`config.mk`:
```
export PLATFORM = sky130hd
export DESIGN_NAME = onehot_hold_decoder
export DESIGN_NICKNAME = d
export VERILOG_FILES = /design/src/rtl/onehot_hold_decoder.sv
export SDC_FILE = /design/constraint.sdc
export NUM_CORES = 1
export LEC_CHECK = 0
export ABC_AREA = 0
export CORE_AREA = 2 2 39 41
export DETAILED_ROUTE_END_ITERATION = 12
export DIE_AREA = 0 0 41 43
export GPL_TIMING_DRIVEN = 0
export MAX_ROUTING_LAYER = met4
export SLEW_MARGIN = 20
export SYNTH_ARGS = -nofsm -noshare
export SYNTH_HDL_FRONTEND = slang
export SYNTH_SLANG_ARGS = --single-unit
```
`constraint.sdc`:
```
create_clock -name clk -period 0.8 [get_ports clk]
set_clock_uncertainty 0.1 [all_clocks]
set_input_delay 0.12 -clock clk [delete_from_list [all_inputs] [get_ports clk]]
set_output_delay 0.12 -clock clk [all_outputs]
set_load 0.01 [all_outputs]
```
`src/rtl/onehot_hold_decoder.sv`:
```
// ============================================================================
// Module      : onehot_hold_decoder
// Description : Registered, parametrised one-hot decoder with valid/ready
//               handshake, per-code hold time, out-of-range error pulse and
//               synchronous flush.
// Revision    : 1.0 - initial release
// ============================================================================
`default_nettype none

module onehot_hold_decoder #(
  parameter int unsigned SEL_W     = 2,
  parameter int unsigned NUM_OUT   = 4,
  parameter int unsigned HOLD      = 1,
  parameter bit          MSB_FIRST = 1'b1
) (
  input  logic               clk,
  input  logic               rst_n,
  input  logic               in_valid,
  output logic               in_ready,
  input  logic [SEL_W-1:0]   in_sel,
  input  logic               clr,
  output logic [NUM_OUT-1:0] out,
  output logic               out_valid,
  output logic               err
);

  // Counter only needs to reach HOLD-1, but HOLD+1 keeps CNT_W >= 1 for HOLD=1.
  localparam int unsigned CNT_W = $clog2(HOLD + 1);
  localparam logic [CNT_W-1:0] CNT_LOAD = CNT_W'(HOLD - 1);
  localparam logic [CNT_W-1:0] CNT_ONE  = CNT_W'(1);
  localparam logic [CNT_W-1:0] CNT_ZERO = '0;

  // One extra bit so NUM_OUT == 2**SEL_W is representable in the range check.
  localparam logic [SEL_W:0] NUM_OUT_EXT = (SEL_W + 1)'(NUM_OUT);

  typedef enum logic [0:0] {
    ST_IDLE = 1'b0,
    ST_HOLD = 1'b1
  } state_t;

  state_t             state_q, state_d;
  logic [CNT_W-1:0]   cnt_q, cnt_d;
  logic [NUM_OUT-1:0] out_q, out_d;
  logic               out_valid_q, out_valid_d;
  logic               err_q, err_d;

  logic [NUM_OUT-1:0] dec;
  logic               code_ok;
  logic               accept;

  // Per-line decode: line j fires for the code mapped onto it by MSB_FIRST.
  for (genvar j = 0; j < NUM_OUT; j++) begin : g_decode
    localparam int unsigned CODE = MSB_FIRST ? (NUM_OUT - 1 - j) : j;
    assign dec[j] = (in_sel == SEL_W'(CODE));
  end

  assign code_ok = ({1'b0, in_sel} < NUM_OUT_EXT);

  // Ready while idle, or in the final hold cycle so back-to-back codes have no bubble.
  assign in_ready = rst_n && ((state_q == ST_IDLE) || (cnt_q == CNT_ZERO));
  assign accept   = in_valid && in_ready && !clr;

  // Next-state and registered-output computation; clr outranks any accept.
  always_comb begin
    state_d     = state_q;
    cnt_d       = cnt_q;
    out_d       = out_q;
    out_valid_d = out_valid_q;
    err_d       = 1'b0;

    if (clr) begin
      state_d     = ST_IDLE;
      cnt_d       = CNT_ZERO;
      out_d       = '0;
      out_valid_d = 1'b0;
    end else if (accept) begin
      if (code_ok) begin
        state_d     = ST_HOLD;
        cnt_d       = CNT_LOAD;
        out_d       = dec;
        out_valid_d = 1'b1;
      end else begin
        // Out-of-range code: drop any current output and pulse err once.
        state_d     = ST_IDLE;
        cnt_d       = CNT_ZERO;
        out_d       = '0;
        out_valid_d = 1'b0;
        err_d       = 1'b1;
      end
    end else begin
      case (state_q)
        ST_HOLD: begin
          if (cnt_q != CNT_ZERO) begin
            cnt_d = cnt_q - CNT_ONE;
          end else begin
            state_d     = ST_IDLE;
            out_d       = '0;
            out_valid_d = 1'b0;
          end
        end
        default: begin
          state_d     = ST_IDLE;
          cnt_d       = CNT_ZERO;
          out_d       = '0;
          out_valid_d = 1'b0;
        end
      endcase
    end
  end

  // State and output registers with asynchronous clear.
  always_ff @(posedge clk or negedge rst_n) begin
    if (!rst_n) begin
      state_q     <= ST_IDLE;
      cnt_q       <= CNT_ZERO;
      out_q       <= '0;
      out_valid_q <= 1'b0;
      err_q       <= 1'b0;
    end else begin
      state_q     <= state_d;
      cnt_q       <= cnt_d;
      out_q       <= out_d;
      out_valid_q <= out_valid_d;
      err_q       <= err_d;
    end
  end

  assign out       = out_q;
  assign out_valid = out_valid_q;
  assign err       = err_q;

endmodule

`default_nettype wire

```
==> results.md, run 1 <==
- Synth Instances: 13
- CTS tree: done
- Yosys reg bits: 5
- First-pass GRT wire length: 593 µm
- WP buf/inv: 1
- IO Pins: 13
- Worst setup startpoint: out[0]
- DIE HEIGHT: 43 µm
- Crit-path cells: buf_2
- Largest net degree at the start of global routing: 6
- Final cycle utilization of the critical path: 1.18
- Leak: 0.206 nW
- Initial DRT Pass Iterations: 2
- Clock-pin slew on the worst setup and hold paths: 0.04 ns
- Setup CP Type: flop to output pin
- Distinct cells, synth: 7
- CP arrival: 0.72 ns
- Worst slack, placed: -0.851 ns
- Setup_tns: -0.680 ns
- Sequential fraction of the synthesis area: 0.658
- CTS root buf: clkbuf_4
- Total Wirelength: 356 µm
- ANT cells: 0
- Width of the die: 41 µm
- Total CTS buffers: 3
- Final instance area: 335 µm²
- Most frequent cells in the layout: 5 x dfrtp_1, 4 x buf_4, 4 x buf_2
- Gr ovfl total: 0
- Unrepaired setup endpoints after global routing: yes
- Final GP Congestion: 0.647
- Final ANT Viol Nets: 0
- Port bufs: 11
- Max-cap violations: 0
- Initial antenna violation count: 0
- Vias in the first global route: 168
- CP Max Fanout: 1
- Vias per cell: 3.33
- Outcome: finished with violations
- Largest family of logic cells by synthesized area: simple AND/OR/NAND/NOR gates
- Max Buffers Root-to-Sink: 2
- HP Class: input port to flop
- Fin cells: 45
- Yosys warns: 0
- Post-Syn Area: 190 µm²
- Area delta synth->final: 76.3%
- Synthesized net count: 19
- Setup violators final: 5
- Final-report hold violation count: 0
- Via count: 150
- Power Dens Cells: 1790 nW/µm²
- Placed Cells: 40
- Failing checks: setup timing
- Most common cell after layout, fill and taps aside: dfrtp_1
- CP max stage cell: dfrtp_1
- Layout Nets: 36
- Req. time, crit path: 0.58 ns
- Xor/xnor share of the synthesized area: 0
- Hold Path Origin: in_sel[1]
- Fin crit period: 0.940 ns
- Complex-gate fraction of the synthesized area: 0
- H-tree depth: 1
- Overall Global Routing Usage: 0.0590
- Post CTS Setup Buffer Count: 0
- Setup crit start kind: flop
- CTS sink count: 5
- Avg WL per Cell: 7.91 µm
- Starting Density: 0.137
- First DRT Iteration DRCs: 3
- Max Fclk: 1060 MHz
- Critical path's top delay family: flip-flops
- Core area: 1380 µm²
- Crit end category: output pin
- Mux share of post-synthesis cell area: 0
- Row count: 14
- Max stage delay on crit path: 0.35 ns
- DIE AREA: 1760 µm²
- Slew Limit Fails: 0
- Adder-cell share of the synthesized area: 0
- Mapped Avg Cell Area: 14.6 µm²
- Final WS setup: -0.140 ns
- Layout cell share with drive strength beyond 1: 0.483
- Peak supply drop: 0.000364 V
- Worst Hold Margin: 0.0283 ns
- # DRC: 0
- Synth Area in Simple Gates: 0.243
- DP Area: 320 µm²
sequential cells by signal (all words and copies together), names as in the netlist:
name / cells
out: 4
out_valid: 1
metrics by stage:
step | util | total power [mW]
floorplan | - | 0.285
global placement | 0.231 | 0.333
detailed placement | 0.231 | 0.334
CTS | 0.234 | 0.618
global route | 0.242 | 0.642
finish | 0.242 | 0.601
Yosys cell counts:
| cell | count | area share |
|---|---|---|
| and3_1 | 1 | 0.033 |
| and3b_1 | 2 | 0.092 |
| and3b_2 | 1 | 0.053 |
| buf_4 | 2 | 0.079 |
| conb_1 | 1 | 0.020 |
| dfrtp_1 | 5 | 0.66 |
| nor3b_2 | 1 | 0.066 |
layout make-up:
cell class	count	area [µm²]
well taps	16	20.0
clock buffers	4	26.3
repair buffers	12	98.8
flip-flops and latches	5	125
multi-input cells	6	50.0
fillers	160	1050
plain buffers	2	15.0
logic make-up after synthesis:
logic type	count (synthesis)
simple gates	5
other cells	1
buf+inv	2
flops	5
where the power goes:
part           leakage, nW  internal (mW)  switching, mW  total, mW
clock               0.0150          0.188         0.0896      0.277
combinational        0.122         0.0387         0.0246     0.0633
sequential          0.0689          0.259        0.00151      0.261
final timing paths:
kind / end / slack [ns] / cells past startpoint
min: out[3] / 0.03 / 2
max in group asynchronous: out[3] / 0.24 / 2
max: out[0] / -0.14 / 1
min in group asynchronous: out[0] / 0.17 / 2
repair_timing:
item,in CTS,in global routing
pin swaps,1,0
gates resized for setup,30,3
endpoints found under the setup margin,11,7
endpoints found under the hold margin,5,0
hold buffers,1,0
metal layers:
layer | track usage | wire, µm | share of wire | vias to the layer above
met3 | 0.0471 | 79 | 0.22 | 0
met1 | 0.0426 | 124 | 0.35 | 65
met4 | 0.0600 | 0 | 0 | 0
met5 | - | 0 | 0 | -
met2 | 0.0813 | 151 | 0.42 | 12
li1 | - | - | - | 73
Note: power is estimated with default switching activity, not from simulation.
==> run 2, diff against run 1 <==
CAP_MARGIN = 10   (was default)
CTS_CLUSTER_SIZE = 16   (was default)
==> results of run 2 <==
The final DEF is identical to that of run 1; final timing and power are the same.
==> run 3, diff against run 2 <==
CORE_AREA = 4 4 41 43   (was 2 2 39 41)
DIE_AREA = 0 0 45 47   (was 0 0 41 43)
==> results.md, run 3 (synthesis gave the netlist of run 1 again) <==
- DIE HEIGHT: 47 µm (was 43 µm)
- Slew Limit Fails: 0 (unchanged)
- Total CTS buffers: 3 (unchanged)
- Total Wirelength: 413 µm (was 356 µm)
- Worst Hold Margin: 0.0219 ns (was 0.0283 ns)
- Outcome: finished with violations (unchanged)
- Clock-pin slew on the worst setup and hold paths: 0.04 ns (about the same)
- Setup_tns: -0.709 ns (was -0.680 ns)
- CP Max Fanout: 1 (unchanged)
- Most common cell after layout, fill and taps aside: dfrtp_1 (unchanged)
- # DRC: 0 (unchanged)
- Fin crit period: 0.952 ns (was 0.940 ns)
- Initial DRT Pass Iterations: 1 (was 2)
- Width of the die: 45 µm (was 41 µm)
- Layout Nets: 36 (unchanged)
- Vias per cell: 3.59 (was 3.33)
- Port bufs: 11 (unchanged)
- Critical path's top delay family: flip-flops (unchanged)
- Most frequent cells in the layout: 5 x dfrtp_1, 4 x buf_4, 3 x clkbuf_4, 3 x dlygate4sd2_1, 3 x buf_2 (was 5 x dfrtp_1, 4 x buf_4, 4 x buf_2)
- Power Dens Cells: 1800 nW/µm² (was 1790 nW/µm²)
- Final GP Congestion: 0.640 (was 0.647)
- Leak: 0.198 nW (was 0.206 nW)
- Starting Density: 0.146 (was 0.137)
- Req. time, crit path: 0.58 ns (about the same)
- Layout cell share with drive strength beyond 1: 0.483 (unchanged)
- Setup crit start kind: flop (unchanged)
- Row count: 13 (was 14)
- Max Fclk: 1050 MHz (was 1060 MHz)
- Crit-path cells: buf_2 (unchanged)
- Max stage delay on crit path: 0.36 ns (was 0.35 ns)
- Core area: 1300 µm² (was 1380 µm²)
- Max-cap violations: 0 (unchanged)
- Overall Global Routing Usage: 0.0559 (was 0.0590)
- CP arrival: 0.73 ns (was 0.72 ns)
- Unrepaired setup endpoints after global routing: yes (unchanged)
- Max reg flops: 4 (unchanged)
- CTS tree: done (unchanged)
- WP buf/inv: 1 (unchanged)
- Setup CP Type: flop to output pin (unchanged)
- CTS root buf: clkbuf_4 (unchanged)
- Max Buffers Root-to-Sink: 2 (unchanged)
- First-pass GRT wire length: 648 µm (was 593 µm)
- Via count: 158 (was 150)
- Gr ovfl total: 0 (unchanged)
- Peak supply drop: 0.000293 V (was 0.000364 V)
- Final cycle utilization of the critical path: 1.19 (was 1.18)
- DIE AREA: 2120 µm² (was 1760 µm²)
- CP max stage cell: dfrtp_1 (unchanged)
- Crit end category: output pin (unchanged)
- Largest net degree at the start of global routing: 6 (unchanged)
- DP HPWL: 316 µm
- Pwr Total: 0.606 mW (was 0.601 mW)
- Final-report hold violation count: 0 (unchanged)
- H-tree depth: 1 (unchanged)
- Final ANT Viol Nets: 0 (unchanged)
- CTS sink count: 5 (unchanged)
- First DRT Iteration DRCs: 0 (was 3)
- Vias in the first global route: 171 (was 168)
- Worst slack, placed: -0.865 ns (was -0.851 ns)
- Setup violators final: 5 (unchanged)
- Avg WL per Cell: 9.39 µm (was 7.91 µm)
- Final WS setup: -0.152 ns (was -0.140 ns)
- Initial antenna violation count: 0 (unchanged)
- IO Pins: 13 (unchanged)
- ANT cells: 0 (unchanged)
- HP Class: input port to flop (unchanged)
- Failing checks: setup timing (unchanged)
- Area delta synth->final: 77.0% (was 76.3%)
run 3: worst paths after layout:
path                       slack (ns)  cells after the start      to       from
max in group asynchronous        0.24                      2  out[1]      rst_n
min                              0.02                      2  out[3]  in_sel[0]
max                             -0.15                      1  out[1]     out[1]
min in group asynchronous        0.18                      2  out[2]      rst_n
run 3: final cells by class:
type / instances / area, µm²
Sequential cell: 5 / 125
Multi-Input combinational cell: 6 / 50.0
Tap cell: 15 / 18.8
Clock buffer: 4 / 26.3
Timing Repair Buffer: 12 / 101
Buffer: 2 / 15.0
Fill cell: 146 / 965
run 3: metrics by stage:
step	cell area [µm²]	utilization	instances
after floorplan	190	-	13
after global placement	319	0.245	39
after detailed placement	319	0.245	39
after CTS	322	0.247	44
after global routing	337	0.259	44
final	337	0.259	44
run 3: repair_timing:
item	4_1_cts	5_1_grt
buffers inserted	0	0
hold buffers	1	0
endpoints found under the hold margin	5	0
resized for setup	31	3
endpoints found under the setup margin	11	6
pin swaps	1	0
run 3: layer usage:
| layer | global-route usage | wire length (µm) | up-vias |
|---|---|---|---|
| li1 | - | - | 71 |
| met1 | 0.0371 | 131 | 70 |
| met4 | 0.0877 | 21 | 0 |
| met2 | 0.0734 | 155 | 15 |
| met3 | 0.0421 | 104 | 2 |
| met5 | - | 0 | - |
run 3: report_power, final:
group | internal [mW] | switching (mW) | leakage [nW]
sequential | 0.259 | 0.00142 | 0.0689
clock | 0.188 | 0.0952 | 0.0150
combinational | 0.0372 | 0.0253 | 0.114
total | 0.484 | 0.122 | 0.198
